===== config.mk =====
export PLATFORM = sky130hd
export DESIGN_NAME = pulse_burst_scheduler
export DESIGN_NICKNAME = d
export VERILOG_FILES = /design/src/rtl/pulse_burst_scheduler.sv
export SDC_FILE = /design/constraint.sdc
export NUM_CORES = 1
export LEC_CHECK = 0
export BUFFER_PORTS_ARGS = -buffer_cell sky130_fd_sc_hd__buf_2
export CAP_MARGIN = 20
export CELL_PAD_IN_SITES_DETAIL_PLACEMENT = 1
export CELL_PAD_IN_SITES_GLOBAL_PLACEMENT = 2
export CORE_MARGIN = 1
export CORE_UTILIZATION = 35
export CTS_BUF_LIST = sky130_fd_sc_hd__clkbuf_4
export CTS_CLUSTER_DIAMETER = 60
export DETAILED_ROUTE_END_ITERATION = 7
export GPL_ROUTABILITY_DRIVEN = 1
export HOLD_SLACK_MARGIN = 0.1
export PLACE_DENSITY = 0.91
export SYNTH_ARGS = -nofsm -noshare
export SYNTH_HDL_FRONTEND = slang
export SYNTH_SLANG_ARGS = --single-unit

===== constraint.sdc =====
create_clock -name clock -period 5.1 [get_ports clock]
set_input_delay 1.02 -clock clock [delete_from_list [all_inputs] [get_ports clock]]
set_output_delay 1.02 -clock clock [all_outputs]
set_load 0.005 [all_outputs]

===== src/rtl/pulse_burst_scheduler.sv =====
`default_nettype none
// ============================================================================
// Module   : pulse_burst_scheduler
// Brief    : Arbitrated, clocked pulse-burst engine shared by NREQ requesters.
//            Round-robin by default; define PULSE_BURST_SCHED_FIXED_PRIO_EN
//            for fixed lowest-index-wins priority.
// Revision : 1.0 - initial release
// ============================================================================
module pulse_burst_scheduler #(
    parameter int NREQ = 4,
    parameter int CW   = 4,
    parameter int WW   = 4
) (
    input  logic               clock,
    input  logic               reset,
    input  logic [NREQ-1:0]    req,
    input  logic [NREQ*CW-1:0] cnt_in,
    input  logic [WW-1:0]      high_w,
    input  logic [WW-1:0]      low_w,
    output logic [NREQ-1:0]    gnt,
    output logic [2:0]         owner,
    output logic               busy,
    output logic [NREQ-1:0]    done,
    output logic               signal
);

    typedef enum logic [1:0] {
        IDLE = 2'd0,
        HIGH = 2'd1,
        LOW  = 2'd2,
        DONE = 2'd3
    } state_t;

    state_t            state;
    logic [CW-1:0]     rem;
    logic [WW-1:0]     ph;
    logic [WW-1:0]     lat_h;
    logic [WW-1:0]     lat_l;

    logic              any_req;
    logic [2:0]        pick;
    logic [NREQ-1:0]   pick_oh;
    logic [CW-1:0]     pick_cnt;
    logic              own_req;
    logic [WW-1:0]     h_eff;
    logic [WW-1:0]     l_eff;

    assign any_req = |req;
    assign own_req = |(req & gnt);
    assign h_eff   = (high_w == '0) ? WW'(1) : high_w;
    assign l_eff   = (low_w  == '0) ? WW'(1) : low_w;

`ifdef PULSE_BURST_SCHED_FIXED_PRIO_EN
    always_comb begin
        pick = '0;
        for (int i = NREQ - 1; i >= 0; i--) begin
            if (req[i]) pick = 3'(i);
        end
    end
`else
    logic [2:0] ptr;
    logic [3:0] rr_idx;
    logic [7:0] req_ext;
    logic       found;

    assign req_ext = 8'(req);

    // Search ptr+1, ptr+2, ... with wrap; first set request wins.
    always_comb begin
        pick   = '0;
        found  = 1'b0;
        rr_idx = '0;
        for (int i = 1; i <= NREQ; i++) begin
            rr_idx = {1'b0, ptr} + 4'(i);
            if (rr_idx >= 4'(NREQ)) rr_idx = rr_idx - 4'(NREQ);
            if (!found && req_ext[rr_idx[2:0]]) begin
                found = 1'b1;
                pick  = rr_idx[2:0];
            end
        end
    end
`endif

    always_comb begin
        pick_oh  = '0;
        pick_cnt = '0;
        for (int i = 0; i < NREQ; i++) begin
            if (pick == 3'(i)) begin
                pick_oh[i] = 1'b1;
                pick_cnt   = cnt_in[i*CW +: CW];
            end
        end
    end

    always_ff @(posedge clock or negedge reset) begin
        if (!reset) begin
            state  <= IDLE;
            gnt    <= '0;
            done   <= '0;
            signal <= 1'b0;
            busy   <= 1'b0;
            owner  <= '0;
            rem    <= '0;
            ph     <= '0;
            lat_h  <= '0;
            lat_l  <= '0;
`ifndef PULSE_BURST_SCHED_FIXED_PRIO_EN
            ptr    <= 3'(NREQ - 1);
`endif
        end else begin
            case (state)
                IDLE: begin
                    done   <= '0;
                    signal <= 1'b0;
                    if (any_req) begin
                        gnt   <= pick_oh;
                        owner <= pick;
                        busy  <= 1'b1;
                        rem   <= pick_cnt;
                        lat_h <= h_eff;
                        lat_l <= l_eff;
`ifndef PULSE_BURST_SCHED_FIXED_PRIO_EN
                        ptr   <= pick;
`endif
                        if (pick_cnt == '0) begin
                            state <= DONE;
                            done  <= pick_oh;
                        end else begin
                            state  <= HIGH;
                            signal <= 1'b1;
                            ph     <= h_eff - WW'(1);
                        end
                    end
                end
                HIGH: begin
                    if (!own_req) begin
                        state  <= IDLE;
                        signal <= 1'b0;
                        gnt    <= '0;
                        busy   <= 1'b0;
                    end else if (ph == '0) begin
                        state  <= LOW;
                        signal <= 1'b0;
                        ph     <= lat_l - WW'(1);
                    end else begin
                        ph <= ph - WW'(1);
                    end
                end
                LOW: begin
                    if (!own_req) begin
                        state  <= IDLE;
                        signal <= 1'b0;
                        gnt    <= '0;
                        busy   <= 1'b0;
                    end else if (ph == '0) begin
                        rem <= rem - CW'(1);
                        if (rem == CW'(1)) begin
                            state <= DONE;
                            done  <= gnt;
                        end else begin
                            state  <= HIGH;
                            signal <= 1'b1;
                            ph     <= lat_h - WW'(1);
                        end
                    end else begin
                        ph <= ph - WW'(1);
                    end
                end
                DONE: begin
                    state <= IDLE;
                    done  <= '0;
                    gnt   <= '0;
                    busy  <= 1'b0;
                end
                default: state <= IDLE;
            endcase
        end
    end

endmodule
`default_nettype wire


== Yosys cells after proc, flatten, opt, wreduce, memory -nomap -nowiden ==
Cells that the tools add are included.

* Bits in registers: 34
* Bits in latches: 0
* Memory bits (writable): 0
* ROM bits: 0
* Input port bits: 30
* Output and inout bits: 13
* Logic and storage cells: 145
* Memories kept: 0

* Add/sub/neg operators: 13
* Multipliers: 0
* Divide/modulo/power cells: 0
* $lt $le $gt $ge: 8
* Equal/unequal tests: 18
* Shifts and indexed selects: 0
* Multiplexer cells: 69
* Bitwise gates (word level): 1
* Reduce and logical (&&, ||, !) cells: 25

{| class="wikitable"
|+ Operator list
! operator !! number
|-
| $mux W4 || 23
|-
| $pmux W4 S3 || 3
|-
| $mux W3 || 8
|-
| $mux W1 || 20
|-
| $sub A4 B1 Y4 const B || 5
|-
| $ge A4 B3 Y1 const B || 4
|-
| $logic_not A4 Y1 || 4
|-
| $lt A3 B4 Y1 const B || 4
|-
| $mux W2 || 7
|-
| $ne A2 B2 Y1 const B || 7
|-
| $bmux W1 S3 || 4
|-
| $ne A3 B3 Y1 const B || 4
|-
| $reduce_and A4 Y1 || 3
|-
| $sub A3 B3 Y3 const B || 4
|-
| $add A3 B2 Y4 const B || 2
|-
| $pmux W2 S4 || 1
|-
| $pmux W4 S2 || 1
|-
| $reduce_or A4 Y1 || 2
|-
| $eq A3 B2 Y1 const B || 2
|-
| $pmux W1 S3 || 2
|-
| $reduce_and A6 Y1 || 1
|-
| $reduce_bool A3 Y1 || 2
|-
| $add A3 B1 Y4 const B || 1
|-
| $add A3 B3 Y4 const B || 1
|-
| 13 further kinds || 19
|}

== Longest topological paths before layout ==
Gate-level depths: netlist (run 1).

* Depth in word-level cells: 24
* Gate-level depth with buffers: 15
* Depth with buffers taken out: 11

== Least setup slack after synthesis (run 1) ==
Ideal clock, no wire load.

* Kind: register to register
* Start point: register ptr[0]
* End point: register done[2]
* Setup time: 0.090 ns
* Arrival: 3.603 ns
* Data required time: 5.010 ns
* Setup slack: 1.407 ns
* Stages on the path, launching flop included: 16
* Path buffers: 4
* Clock period less this slack: 3.693 ns
* Cells stage by stage: dfstp_2 > buf_6 > inv_1 > clkbuf_1 > ha_1 > buf_4 > mux2i_1 > or4_1 > and4_1 > buf_6 > a21oi_1 > nor3_1 > nor4_2 > a22oi_1 > or4b_4 > o31ai_4

* Cells in the longest elaborated chain, start to end: 24
* Elaborated cells between the ends (all ways): 50
* Those cells by class: add/sub (8); order compare (4); eq/ne (3); mux (27); reduce/logical (8)

{| class="wikitable"
|+ Ends and longest elaborated chain
! item !! line !! RTL
|-
| start: declaration || 61 || <nowiki>logic [2:0] ptr;</nowiki>
|-
| start signal: assignment || 108 || <nowiki>ptr <= 3'(NREQ - 1);</nowiki>
|-
| start signal: assignment || 123 || <nowiki>ptr <= pick;</nowiki>
|-
| $add A3 B1 Y4 || 74 || <nowiki>rr_idx = {1'b0, ptr} + 4'(i);</nowiki>
|-
| $ge A4 B3 Y1 or $sub A3 B3 Y3 (tied branches) || 75 || <nowiki>if (rr_idx >= 4'(NREQ)) rr_idx = rr_idx - 4'(NREQ);</nowiki>
|-
| $mux W3 || 75 ||
|-
| $bmux W1 S3 || 76 || <nowiki>if (!found && req_ext[rr_idx[2:0]]) begin</nowiki>
|-
| $mux W1 (implied by the code) || 76 ||
|-
| $mux W1 || 76 ||
|-
| $logic_not A1 Y1 || 76 ||
|-
| $logic_and A1 B1 Y1 || 76 ||
|-
| (+5 left out) || -- ||
|-
| $logic_and A1 B1 Y1 || 76 ||
|-
| $mux W3 (*) || 76 ||
|-
| $logic_not A3 Y1 || 88 || <nowiki>if (pick == 3'(i)) begin</nowiki>
|-
| $mux W4 (4 in series) || 88 ||
|-
| $logic_not A4 Y1 || 125 || <nowiki>if (pick_cnt == '0) begin</nowiki>
|-
| $mux W4 (*) || 125 ||
|-
| $mux W4 (*) || 115 || <nowiki>if (any_req) begin</nowiki>
|-
| $pmux W4 S3 (*) || 111 || <nowiki>case (state)</nowiki>
|-
| end signal: assignment || 127 || <nowiki>done <= pick_oh;</nowiki>
|-
| end signal: assignment || 159 || <nowiki>done <= gnt;</nowiki>
|-
| end: declaration || 23 || <nowiki>output logic [NREQ-1:0] done,</nowiki>
|}

Every way passes the cells marked *; elsewhere a longest branch is shown, timed or not. The select of a mux whose other input is x is not followed.
A chain may end at the register's enable or synchronous reset.

== Worst setup path in the final report (run 1) ==
* Start point: register ptr[1]
* End point: register ph[3]

* Cells in the longest elaborated chain, start to end: 23
* Elaborated cells between the ends (all ways): 48
* Those cells by class: add/sub (8); order compare (4); eq/ne (4); mux (23); reduce/logical (9)

{| class="wikitable"
|+ Ends and longest elaborated chain
! item !! line !! RTL
|-
| $add A3 B1 Y4 || 74 ||
|-
| $ge A4 B3 Y1 or $sub A3 B3 Y3 (tied branches) || 75 ||
|-
| $mux W3 || 75 ||
|-
| $bmux W1 S3 || 76 ||
|-
| $mux W1 (implied by the code) || 76 ||
|-
| $mux W1 || 76 ||
|-
| $logic_not A1 Y1 || 76 ||
|-
| $logic_and A1 B1 Y1 || 76 ||
|-
| (+5 left out) || -- ||
|-
| $logic_and A1 B1 Y1 || 76 ||
|-
| $mux W3 (*) || 76 ||
|-
| $logic_not A3 Y1 || 88 ||
|-
| $mux W4 (3 in series) || 88 ||
|-
| $mux W4 (*) || 88 ||
|-
| $logic_not A4 Y1 (*) || 125 ||
|-
| $ne A2 B2 Y1 (no line) (*) || -- ||
|-
| $reduce_and A6 Y1 (no line) (*) || -- ||
|-
| end signal: assignment || 131 || <nowiki>ph <= h_eff - WW'(1);</nowiki>
|-
| end signal: assignment || 144 || <nowiki>ph <= lat_l - WW'(1);</nowiki>
|-
| end signal: assignment || 146 || <nowiki>ph <= ph - WW'(1);</nowiki>
|-
| end: declaration || 36 || <nowiki>logic [WW-1:0] ph;</nowiki>
|}

Marks and branches as above.

==> results of run 1 <==
-- area by class of cell --
class	count	area (sq um)	share of cell area (%)
Clock inverter	3	46.29	1.476
Clock buffer	5	37.54	1.197
Timing Repair Buffer	45	232.7	7.422
Sequential cell	33	828.3	26.42
Tap cell	102	127.6	4.070
Multi-Input combinational cell	264	1799	57.38
Inverter	17	63.81	2.035
-- sequential cells by signal, indices dropped and copies added, names as in the netlist --
name    flops
busy        1
owner       3
state       2
lat_h       4
gnt         4
ptr         2
signal      1
rem         4
lat_l       4
ph          4
done        4
-- through the flow --
step                cell area [sq um]  util [%]  std cells
global route                     3136     40.58        469
detailed placement               3052     39.49        461
finish                           3136     40.58        469
CTS                              3136     40.58        469
floorplan                        2801         -        334
global placement                 3052     39.49        461
-- routing by layer --
layer	global-route usage, %	routed length (um)	up-vias
met5	0	0	-
met1	26.60	3670	1279
met3	4.188	419	14
met4	6.481	186	0
li1	-	-	1291
met2	31.39	3616	69
-- synthesized netlist by cell type, drive strengths merged, types with 2 or more instances --
master	number
ha	13
inv	17
and3	4
mux2	13
or2	2
or3b	2
nand4	3
and2	7
dfstp	2
o221ai	3
a21boi	3
a211oi	2
nand3	5
nand2b	5
nor3b	2
o21bai	2
a21o	6
dfrtp	31
o21a	3
a21oi	22
mux2i	10
buf	10
o31ai	5
clkbuf	10
xor2	2
nor3	18
xnor2	5
nor2	20
nand2	32
o21ai	37
a22oi	8
nor4	7
a32oi	2
-- worst paths after layout --
path,cells past startpoint,endpoint,start
worst max register to register,11,ph[3]$_DFFE_PN0P_,ptr[1]$_DFFE_PN1P_
worst min-delay path,1,owner[1]$_DFFE_PN0P_,owner[1]$_DFFE_PN0P_
min in group asynchronous,1,rem[1]$_DFFE_PN0P_,reset
worst max-delay path,11,ph[3]$_DFFE_PN0P_,ptr[1]$_DFFE_PN1P_
worst min register to register,1,owner[1]$_DFFE_PN0P_,owner[1]$_DFFE_PN0P_
max in group asynchronous,1,state[0]$_DFFE_PN0P_,reset
-- where the power goes --
group | switching (mW) | internal (mW) | leakage (nW)
clock | 0.106 | 0.104 | 0.0414
sequential | 0.101 | 0.392 | 0.402
combinational | 0.861 | 0.613 | 0.947
-- cell families (layout without fill, tap and decap cells) --
kind of cell / Yosys count / after routing / share of synthesized area [%]
AND/OR/NAND/NOR: 112 / 112 / 20.64
flip-flops: 33 / 33 / 29.57
XOR/XNOR: 7 / 7 / 2.189
multiplexers: 24 / 24 / 9.603
adder cells (fa/ha/maj): 13 / 13 / 5.806
buffers and inverters: 37 / 70 / 6.208
AO/OA/AOI/OAI: 108 / 108 / 25.99
==> reports/metrics.cfg, run 1 <==
[drt]
routedWlPerCell_um = 16.83
vias = 2653
viasPerCell = 5.657
final_antenna_net_count = 0
dr.first_iter.drc_count = 142
dr.pass1.iters = 4
wirelength_um = 7892
drc_errors = 0

[layout]
n_antenna_cell = 0
fin_nets = 409
area_growth_syn_to_layout_pct = 11.93
nFillCells = 951
final_common_cell = buf_2
final_layout_size_suffix_gt1_share_pct = 21.25
final_cell_mix = buf_2 (42), o21ai_0 (33), nand2_1 (32)

[logic_synthesis]
synth-edff-count = 0
ys_ff_latch = 33
yosysWarnings = 0
syn_avg_cell_area_sq_um = 8.388
ys_top_cells_by_area = dfrtp_1 (28%), o21ai_0 (5.9%), ha_1 (5.8%), mux2_2 (5.2%), nand2_1 (4.3%)
synthCells = 334
syn_nets = 377
ys_types = 64
netlist_area_sq_mm = 0.002801
async_reset_ff_share_pct = 100.0
yosys.area.top_type = dfrtp_1
yosysSeqAreaShare_pct = 29.57
ys.flop_type = dfrtp_1
synth_top_area_share_pct = 27.69

[floorplan]
top_level_ports = 43
core-area_sq_mm = 0.007727
die_h_um = 91.47
row_count = 32
dieWidth_um = 91.47
initial_core_util_pct = 36.25
dieArea_sq_mm = 0.008366

[cts]
clock_path_buffers = 2
clk_latency_ns = 0.35
clkTransAtPathRegs_ns = 0.12
hold_buffers = 0
root_buffer = clkbuf_4
numCtsBuffers = 5
cts.sinks = 33
post_cts_buffers = 0
cts_tree = yes
ctsResizeCount = 0
h-tree-depth = 2

[sta]
worst_pin_slew_ns = 0.9478
min_period_over_period_pct = 78.54
setup_viol = 0
fmax_ghz = 0.2497
timing.final.crit_period_ns = 4.005
finalMaxSlewViolations = 0
fin_setup_tns_ns = 0
finClkSkew_ns = 0.008243
setup_ws_ns = 1.095
slew_headroom_pct = 36.81
hold_ws_ns = 0.4886
hold_viol = 0
rsz0062_at_grt = false

[pwr]
power_density_mw_per_mm2 = 694.5
power_mw = 2.178
ir_worst_vdd_mv = 0.2669
leakagePower_nw = 1.391

[setup_path]
critPathBufInv = 1
r2r_slack_ns = 1.09
critical_path_required_ns = 5.34
critPathMaxStageDelay_ns = 0.66
cp-start-kind = flop
crit_top_cell = mux2_2
crit_chain = inv_1, ha_1, mux2_2, nor3_1, a211o_1, nand3_2, and3_1, nor4_1, a22oi_1, o21ai_1, mux2_2
cp_slowest_cell = dfstp_2
crit_family = simple AND/OR/NAND/NOR gates
path_max_fanout = 12
arrival_ns = 4.25
crit_path_end_kind = flop
crit_type = flop to flop

[global_route]
grt_overflow = 0
antenna_found_initial = 0
grt_pass1_wl_um = 13140
grt_usage_pct = 19.76
grt_pass1_vias = 2671
grt_max_degree = 34

[worst_hold_path]
hold_path.class = flop to flop

[status]
status = completed

[place]
preCtsSetupSlack_ns = 1.148
globalplace.congestion = 0.9078
hpwl_um = 6089
port-buffer-count = 42

[job]
maxCapViolations = 0

Note: power is estimated with default switching activity, not from simulation.
==> run 2, diff against run 1 <==
Settings changed: CORE_UTILIZATION 35 to 32, PLACE_DENSITY 0.91 to 0.88.
Clock period 5.1 ns to 3.6 ns, I/O delays scaled along.
==> run 2 against run 1 <==
Against the previous run:
- hold slack worse by 0.070 ns
- largest power group unchanged
- sequential power is 39% higher
- routed wire length is 3.7% higher
- critical path depth stayed put
==> reports/metrics.cfg, run 2 (synthesis results as in run 1) <==
[status]
status = completed

[sta]
setup_viol = 0  ; unchanged
hold_ws_ns = 0.4183  ; -0.07033 ns
timing.final.crit_period_ns = 3.431  ; -0.5743 ns
min_period_over_period_pct = 95.31  ; +17 points
hold_viol = 0  ; unchanged
finalMaxSlewViolations = 0  ; unchanged
fmax_ghz = 0.2915  ; +17%
worst_pin_slew_ns = 0.9170  ; -0.03077 ns
finClkSkew_ns = 0.005194  ; -0.003049 ns
slew_headroom_pct = 38.86  ; +2.1 points

[pwr]
ir_worst_vdd_mv = 0.3477  ; +30%
power_mw = 3.272  ; +50%
p_sw_mw = 1.615  ; +51%
seqPwrFrac_pct = 21.0  ; -1.7 points
power.share.clock_pct = 6.8  ; -2.8 points
combPwrFrac_pct = 72.2  ; +4.5 points
intPower_mw = 1.657  ; +49%
leakagePower_nw = 1.433  ; +3.0%
switching_share_pct = 49.35  ; +0.27 points
power_density_mw_per_mm2 = 996.7  ; +43%

[cts]
clkTransAtPathRegs_ns = 0.12  ; about the same
clk_latency_ns = 0.35  ; about the same
cts_tree = yes
clock_path_buffers = 2  ; unchanged
root_buffer = clkbuf_4
numCtsBuffers = 5  ; unchanged
h-tree-depth = 2  ; unchanged
cts.sinks = 33  ; unchanged
hold_buffers = 0  ; unchanged

[drt]
wl_met1_um = 3852  ; +5.0%
wirelength_um = 8186  ; +3.7%
dr_wl_met2_um = 3851  ; +6.5%
wl_met3_um = 394  ; -6.0%
vias = 2704  ; +1.9%
drc_errors = 0  ; unchanged
dr.pass1.iters = 5  ; +1
final_antenna_net_count = 0  ; unchanged
viasPerCell = 5.622  ; -0.62%
routedWlPerCell_um = 17.02  ; +1.1%
highest_layer = met4
dr.first_iter.drc_count = 247  ; +74%

[global_route]
grt_overflow = 0  ; unchanged
grt_usage_pct = 18.76  ; -1.0 points
grt_pass1_wl_um = 13170  ; +0.21%
grt_max_degree = 34  ; unchanged
antenna_found_initial = 0  ; unchanged
grt_pass1_vias = 2702  ; +1.2%

[setup_path]
r2r_slack_ns = 0.17  ; -0.93 ns
critical_path_required_ns = 3.87  ; -1.47 ns
arrival_ns = 3.70  ; -0.55 ns
critPathMaxStageDelay_ns = 0.56  ; -0.10 ns
cp-start-kind = flop
rr_startpoint = ptr[1]$_DFFE_PN1P_
crit_type = flop to flop
rr_endpoint = done[2]$_DFFE_PN0P_
crit_chain = inv_1, ha_4, mux2_2, nand4_1, and4_4, nand3_2, and3_1, nor4_2, a22oi_2, or4b_4, o31ai_4
crit_path_end_kind = flop
path_max_fanout = 7  ; -5
cp_slowest_cell = or4b_4
reg2reg_depth = 11  ; unchanged

[floorplan]
initial_core_util_pct = 33.59  ; -2.7 points
die_h_um = 95.57  ; +4.5%
top_level_ports = 43  ; unchanged
dieWidth_um = 95.57  ; +4.5%
row_count = 33  ; +3.1%
dieArea_sq_mm = 0.009133  ; +9.2%
core-area_sq_mm = 0.008341  ; +7.9%

[layout]
final_util_pct = 39.36  ; -1.2 points
design_area_sq_mm = 0.003283  ; +4.7%
nFillCells = 1045  ; +9.9%
fin_nets = 418  ; +2.2%
final_common_cell = buf_2
area_growth_syn_to_layout_pct = 17.20
final_layout_size_suffix_gt1_share_pct = 27.66  ; +6.4 points
n_antenna_cell = 0  ; unchanged
layout.cells.non_filler = 481  ; +2.6%
final_cell_mix = buf_2 (42), o21ai_0 (33), nand2_1 (32)

[place]
placed_cells = 470  ; +2.0%
port-buffer-count = 42  ; unchanged
globalplace.congestion = 0.8701  ; -4.2%
hpwl_um = 6247  ; +2.6%
dpl-instance-area_sq_mm = 0.003133  ; +2.7%

[job]
maxCapViolations = 0  ; unchanged

[worst_hold_path]
hold_path.class = input port to asynchronous set/reset pin

run 2: changes by cell type in the layout (fill, tap and decap cells not counted), moves of 2 or more:
cell / delta
a21oi_1: -2
a21oi_2: +2
buf_4: +8
nor4_2: +4
nor4_1: -4
clkinvlp_4: +2
run 2: worst max path at each step:
stage / endpoint / slack (ns) / start / depth (start not counted)
4_1_cts: done[2]$_DFFE_PN0P_ / 0.03 / ptr[1]$_DFFE_PN1P_ / 11
2_1_floorplan: done[2]$_DFFE_PN0P_ / 0.02 / ptr[0]$_DFFE_PN1P_ / 15
3_3_place_gp: done[3]$_DFFE_PN0P_ / 0.09 / req[1] / 10
5_1_grt: done[2]$_DFFE_PN0P_ / -0.002 / ptr[1]$_DFFE_PN1P_ / 11
6_report: done[2]$_DFFE_PN0P_ / 0.17 / ptr[1]$_DFFE_PN1P_ / 11
3_5_place_dp: done[2]$_DFFE_PN0P_ / 0.04 / ptr[1]$_DFFE_PN1P_ / 11
run 2: critical path: cells and delay by family, from the launching register on:
kind	cells	cell delay, ns
AOI/OAI and AO/OA	2	0.31
adders and majority gates	1	0.33
buffers and inverters	1	0.10
DFF	1	0.55
muxes	1	0.39
and+or+nand+nor	6	1.68
run 2: power groups by stage:
stage	combinational (mW)	clock, mW	sequential [mW]
after floorplan	1.70	0	0.666
after global placement	2.16	0	0.686
after detailed placement	2.24	0	0.697
after CTS	2.25	0.235	0.689
after global routing	2.60	0.246	0.706
final	2.36	0.224	0.686
run 2: timing repair:
item	4_1_cts	5_1_grt
endpoints found under the setup margin	1	6
pin swaps	0	6
buffers inserted	0	3
gates resized for setup	1	13
run 2: per-stage QoR:
stage          setup WS [ns]   TNS [ns]
2_1_floorplan        0.01807          0
3_3_place_gp         0.08870          0
3_5_place_dp         0.03984          0
4_1_cts              0.03190          0
5_1_grt            -0.002473  -0.002473
6_report              0.1689          0
run 2: area by class of cell:
class	count	area (sq um)	share of cell area (%)
clock buffer	5	37.54	1.143
clock inverter	3	22.52	0.6860
inverter	17	63.81	1.944
multi-input combinational	264	1896	57.74
sequential	33	828.3	25.23
tap	105	131.4	4.002
timing repair buffer	54	304.0	9.261
run 2: metal layers:
layer | GRT usage (%) | up-vias
li1 | - | 1313
met1 | 25.01 | 1312
met2 | 31.37 | 71
met3 | 3.270 | 8
met4 | 4.602 | 0
met5 | 0 | -
==> run 3, diff against run 2 <==
Settings changed: CORE_MARGIN 1 to 3, SETUP_SLACK_MARGIN set to 0.02.
Clock period 3.6 ns to 2.75 ns, I/O delays scaled along.
==> run 3 against run 2 <==
Against the previous run:
- the flow now finishes with violations (setup timing)
- register-to-register slack lost 0.81 ns
- clock power is 76% higher
- global-route usage grew 0.53 points
- largest power group unchanged
==> reports/metrics.cfg, run 3 (synthesis results as in run 1) <==
[drt]
drc_errors = 0  ; unchanged
routedWlPerCell_um = 18.82  ; +11%
wirelength_um = 9880  ; +21%
dr.first_iter.drc_count = 151  ; -39%
final_antenna_net_count = 0  ; unchanged
vias = 3011  ; +11%
dr.pass1.iters = 4  ; -1
viasPerCell = 5.735  ; +2.0%

[pwr]
power_density_mw_per_mm2 = 1404  ; +41%
p_sw_mw = 2.555  ; +58%
switching_share_pct = 47.22  ; -2.1 points
intPower_mw = 2.856  ; +72%
ir_worst_vdd_mv = 0.5142  ; +48%
combPwrFrac_pct = 75.9  ; +3.7 points
seqPwrFrac_pct = 16.8  ; -4.2 points
power.share.clock_pct = 7.3  ; +0.5 points
leakagePower_nw = 1.717  ; +20%

[status]
violations = setup timing
status = finished with violations

[cts]
clkTransAtPathRegs_ns = 0.13  ; about the same
clk_latency_ns = 0.35  ; about the same
cts.sinks = 33  ; unchanged
root_buffer = clkbuf_4
numCtsBuffers = 5  ; unchanged
cts_tree = yes
clock_path_buffers = 2  ; unchanged
h-tree-depth = 2  ; unchanged
hold_buffers = 0  ; unchanged

[layout]
layout.cells.non_filler = 525  ; +9.1%
area_growth_syn_to_layout_pct = 37.56
final_layout_size_suffix_gt1_share_pct = 41.67  ; +14 points
nFillCells = 998  ; -4.5%
final_common_cell = buf_4
final_cell_mix = buf_4 (50), buf_2 (42), nand2_1 (31), dfrtp_1 (31), o21ai_0 (25)
multiInputGateArea_sq_mm = 0.002081  ; +9.8%
regArea_sq_um = 828.3  ; unchanged
fin_nets = 462  ; +11%
final_util_pct = 46.20  ; +6.8 points
n_antenna_cell = 0  ; unchanged

[floorplan]
row_count = 33  ; unchanged
top_level_ports = 43  ; unchanged
initial_core_util_pct = 33.59  ; unchanged
dieWidth_um = 99.57  ; +4.2%
core-area_sq_mm = 0.008341  ; unchanged
dieArea_sq_mm = 0.009913  ; +8.5%
die_h_um = 99.57  ; +4.2%

[sta]
finClkSkew_ns = 0.006181  ; +0.0009875 ns
hold_viol = 0  ; unchanged
worst_pin_slew_ns = 0.7997  ; -0.1173 ns
min_period_over_period_pct = 123.3  ; +28 points
slew_headroom_pct = 46.68  ; +7.8 points
fin_setup_tns_ns = -7.938  ; -7.938 ns
setup_ws_ns = -0.6403  ; -0.8092 ns
rsz0062_at_grt = true
finalMaxSlewViolations = 0  ; unchanged
timing.final.crit_period_ns = 3.390  ; -0.04080 ns
setup_viol = 20  ; +20
fmax_ghz = 0.2950  ; +1.2%

[job]
maxCapViolations = 0  ; unchanged

[global_route]
met1_usage_pct = 25.36  ; +0.34 points
met3_usage_pct = 3.156  ; -0.11 points
grt_pass1_wl_um = 15710  ; +19%
busiest_layer = met2
grt_pass1_vias = 3129  ; +16%
met2_usage_pct = 33.63  ; +2.3 points
grt_overflow = 0  ; unchanged
grt_usage_pct = 19.28  ; +0.53 points
grt_max_degree = 34  ; unchanged
antenna_found_initial = 0  ; unchanged

[worst_hold_path]
hold_path.class = input port to asynchronous set/reset pin

[setup_path]
cp-start-kind = flop
crit_type = flop to flop
reg2reg_depth = 12  ; +1
arrival_ns = 3.66  ; -0.04 ns
crit_path_end_kind = flop
path_max_fanout = 5  ; -2
critical_path_required_ns = 3.02  ; -0.85 ns

[place]
globalplace.congestion = 0.8287  ; -4.8%
port-buffer-count = 42  ; unchanged
hpwl_um = 6875  ; +10%
placed_cells = 506  ; +7.7%

==> run 3: cell types whose count changed in the layout (fill, tap and decap cells not counted), moves of 5 or more <==
cell     change
o21ai_1      +5
o21ai_0      -8
a21oi_2      +6
a21oi_1      -7
buf_4       +39
==> run 3: path summary, 6_finish.rpt <==
path	start	endpoint	slack (ns)
worst min-delay path	reset	ph[3]$_DFFE_PN0P_	0.26
min in group clock	low_w[3]	lat_l[3]$_DFFE_PN0P_	0.44
worst max register to register	ptr[0]$_DFFE_PN1P_	done[2]$_DFFE_PN0P_	-0.64
worst max-delay path	ptr[0]$_DFFE_PN1P_	done[2]$_DFFE_PN0P_	-0.64
worst min register to register	owner[1]$_DFFE_PN0P_	owner[1]$_DFFE_PN0P_	0.50
max in group asynchronous	reset	gnt[2]$_DFFE_PN0P_	1.98
==> run 3: power by group through the flow <==
| stage | clock network, mW | logic (mW) | registers [mW] |
|---|---|---|---|
| 2_1_floorplan | 0 | 2.29 | 0.872 |
| 3_3_place_gp | 0 | 3.20 | 0.897 |
| 3_5_place_dp | 0 | 3.33 | 0.914 |
| 4_1_cts | 0.402 | 3.83 | 0.906 |
| 5_1_grt | 0.422 | 4.48 | 0.942 |
| 6_report | 0.394 | 4.11 | 0.909 |
==> run 3: timing repair <==
action,4_1_cts,5_1_grt
pin swaps,15,6
resized for setup,48,18
setup endpoints to repair,20,20
setup buffers,7,5
==> run 3: metal layers <==
layer	vias up	wire, um
li1	1392	-
met1	1513	4342
met2	81	4894
met3	25	410
met4	0	232
met5	-	0
==> run 3: cell type report <==
| class | instances | share of cell area (%) |
|---|---|---|
| timing repair buffer | 98 | 17.27 |
| tap | 105 | 3.409 |
| sequential | 33 | 21.49 |
| inverter | 17 | 1.656 |
| clock buffer | 5 | 0.9740 |
| multi-input combinational | 264 | 53.99 |
| clock inverter | 3 | 1.201 |
==> run 3: worst max-delay path: stages, from the launching register on <==
cell     delay, ns
dfstp_2       0.57
inv_2         0.05
ha_4          0.30
mux2i_2       0.29
or4_4         0.20
buf_4         0.11
nand3_2       0.14
nor4_2        0.29
nor3_2        0.10
nor4_4        0.34
a22oi_2       0.17
or4b_4        0.56
o31ai_4       0.19
==> run 3: stage by stage <==
| stage | instance area (sq um) | hold WS, ns | worst slack, ns | power, mW |
|---|---|---|---|---|
| global placement | 3412 | 0.4576 | -0.6301 | 4.096 |
| CTS | 3741 | 0.2727 | -0.5619 | 5.141 |
| detailed placement | 3412 | 0.4635 | -0.8185 | 4.245 |
| finish | 3854 | 0.2649 | -0.6403 | 5.412 |
| global route | 3854 | 0.3058 | -0.7712 | 5.841 |
| floorplan | 2867 | 0.2544 | -0.8167 | 3.160 |
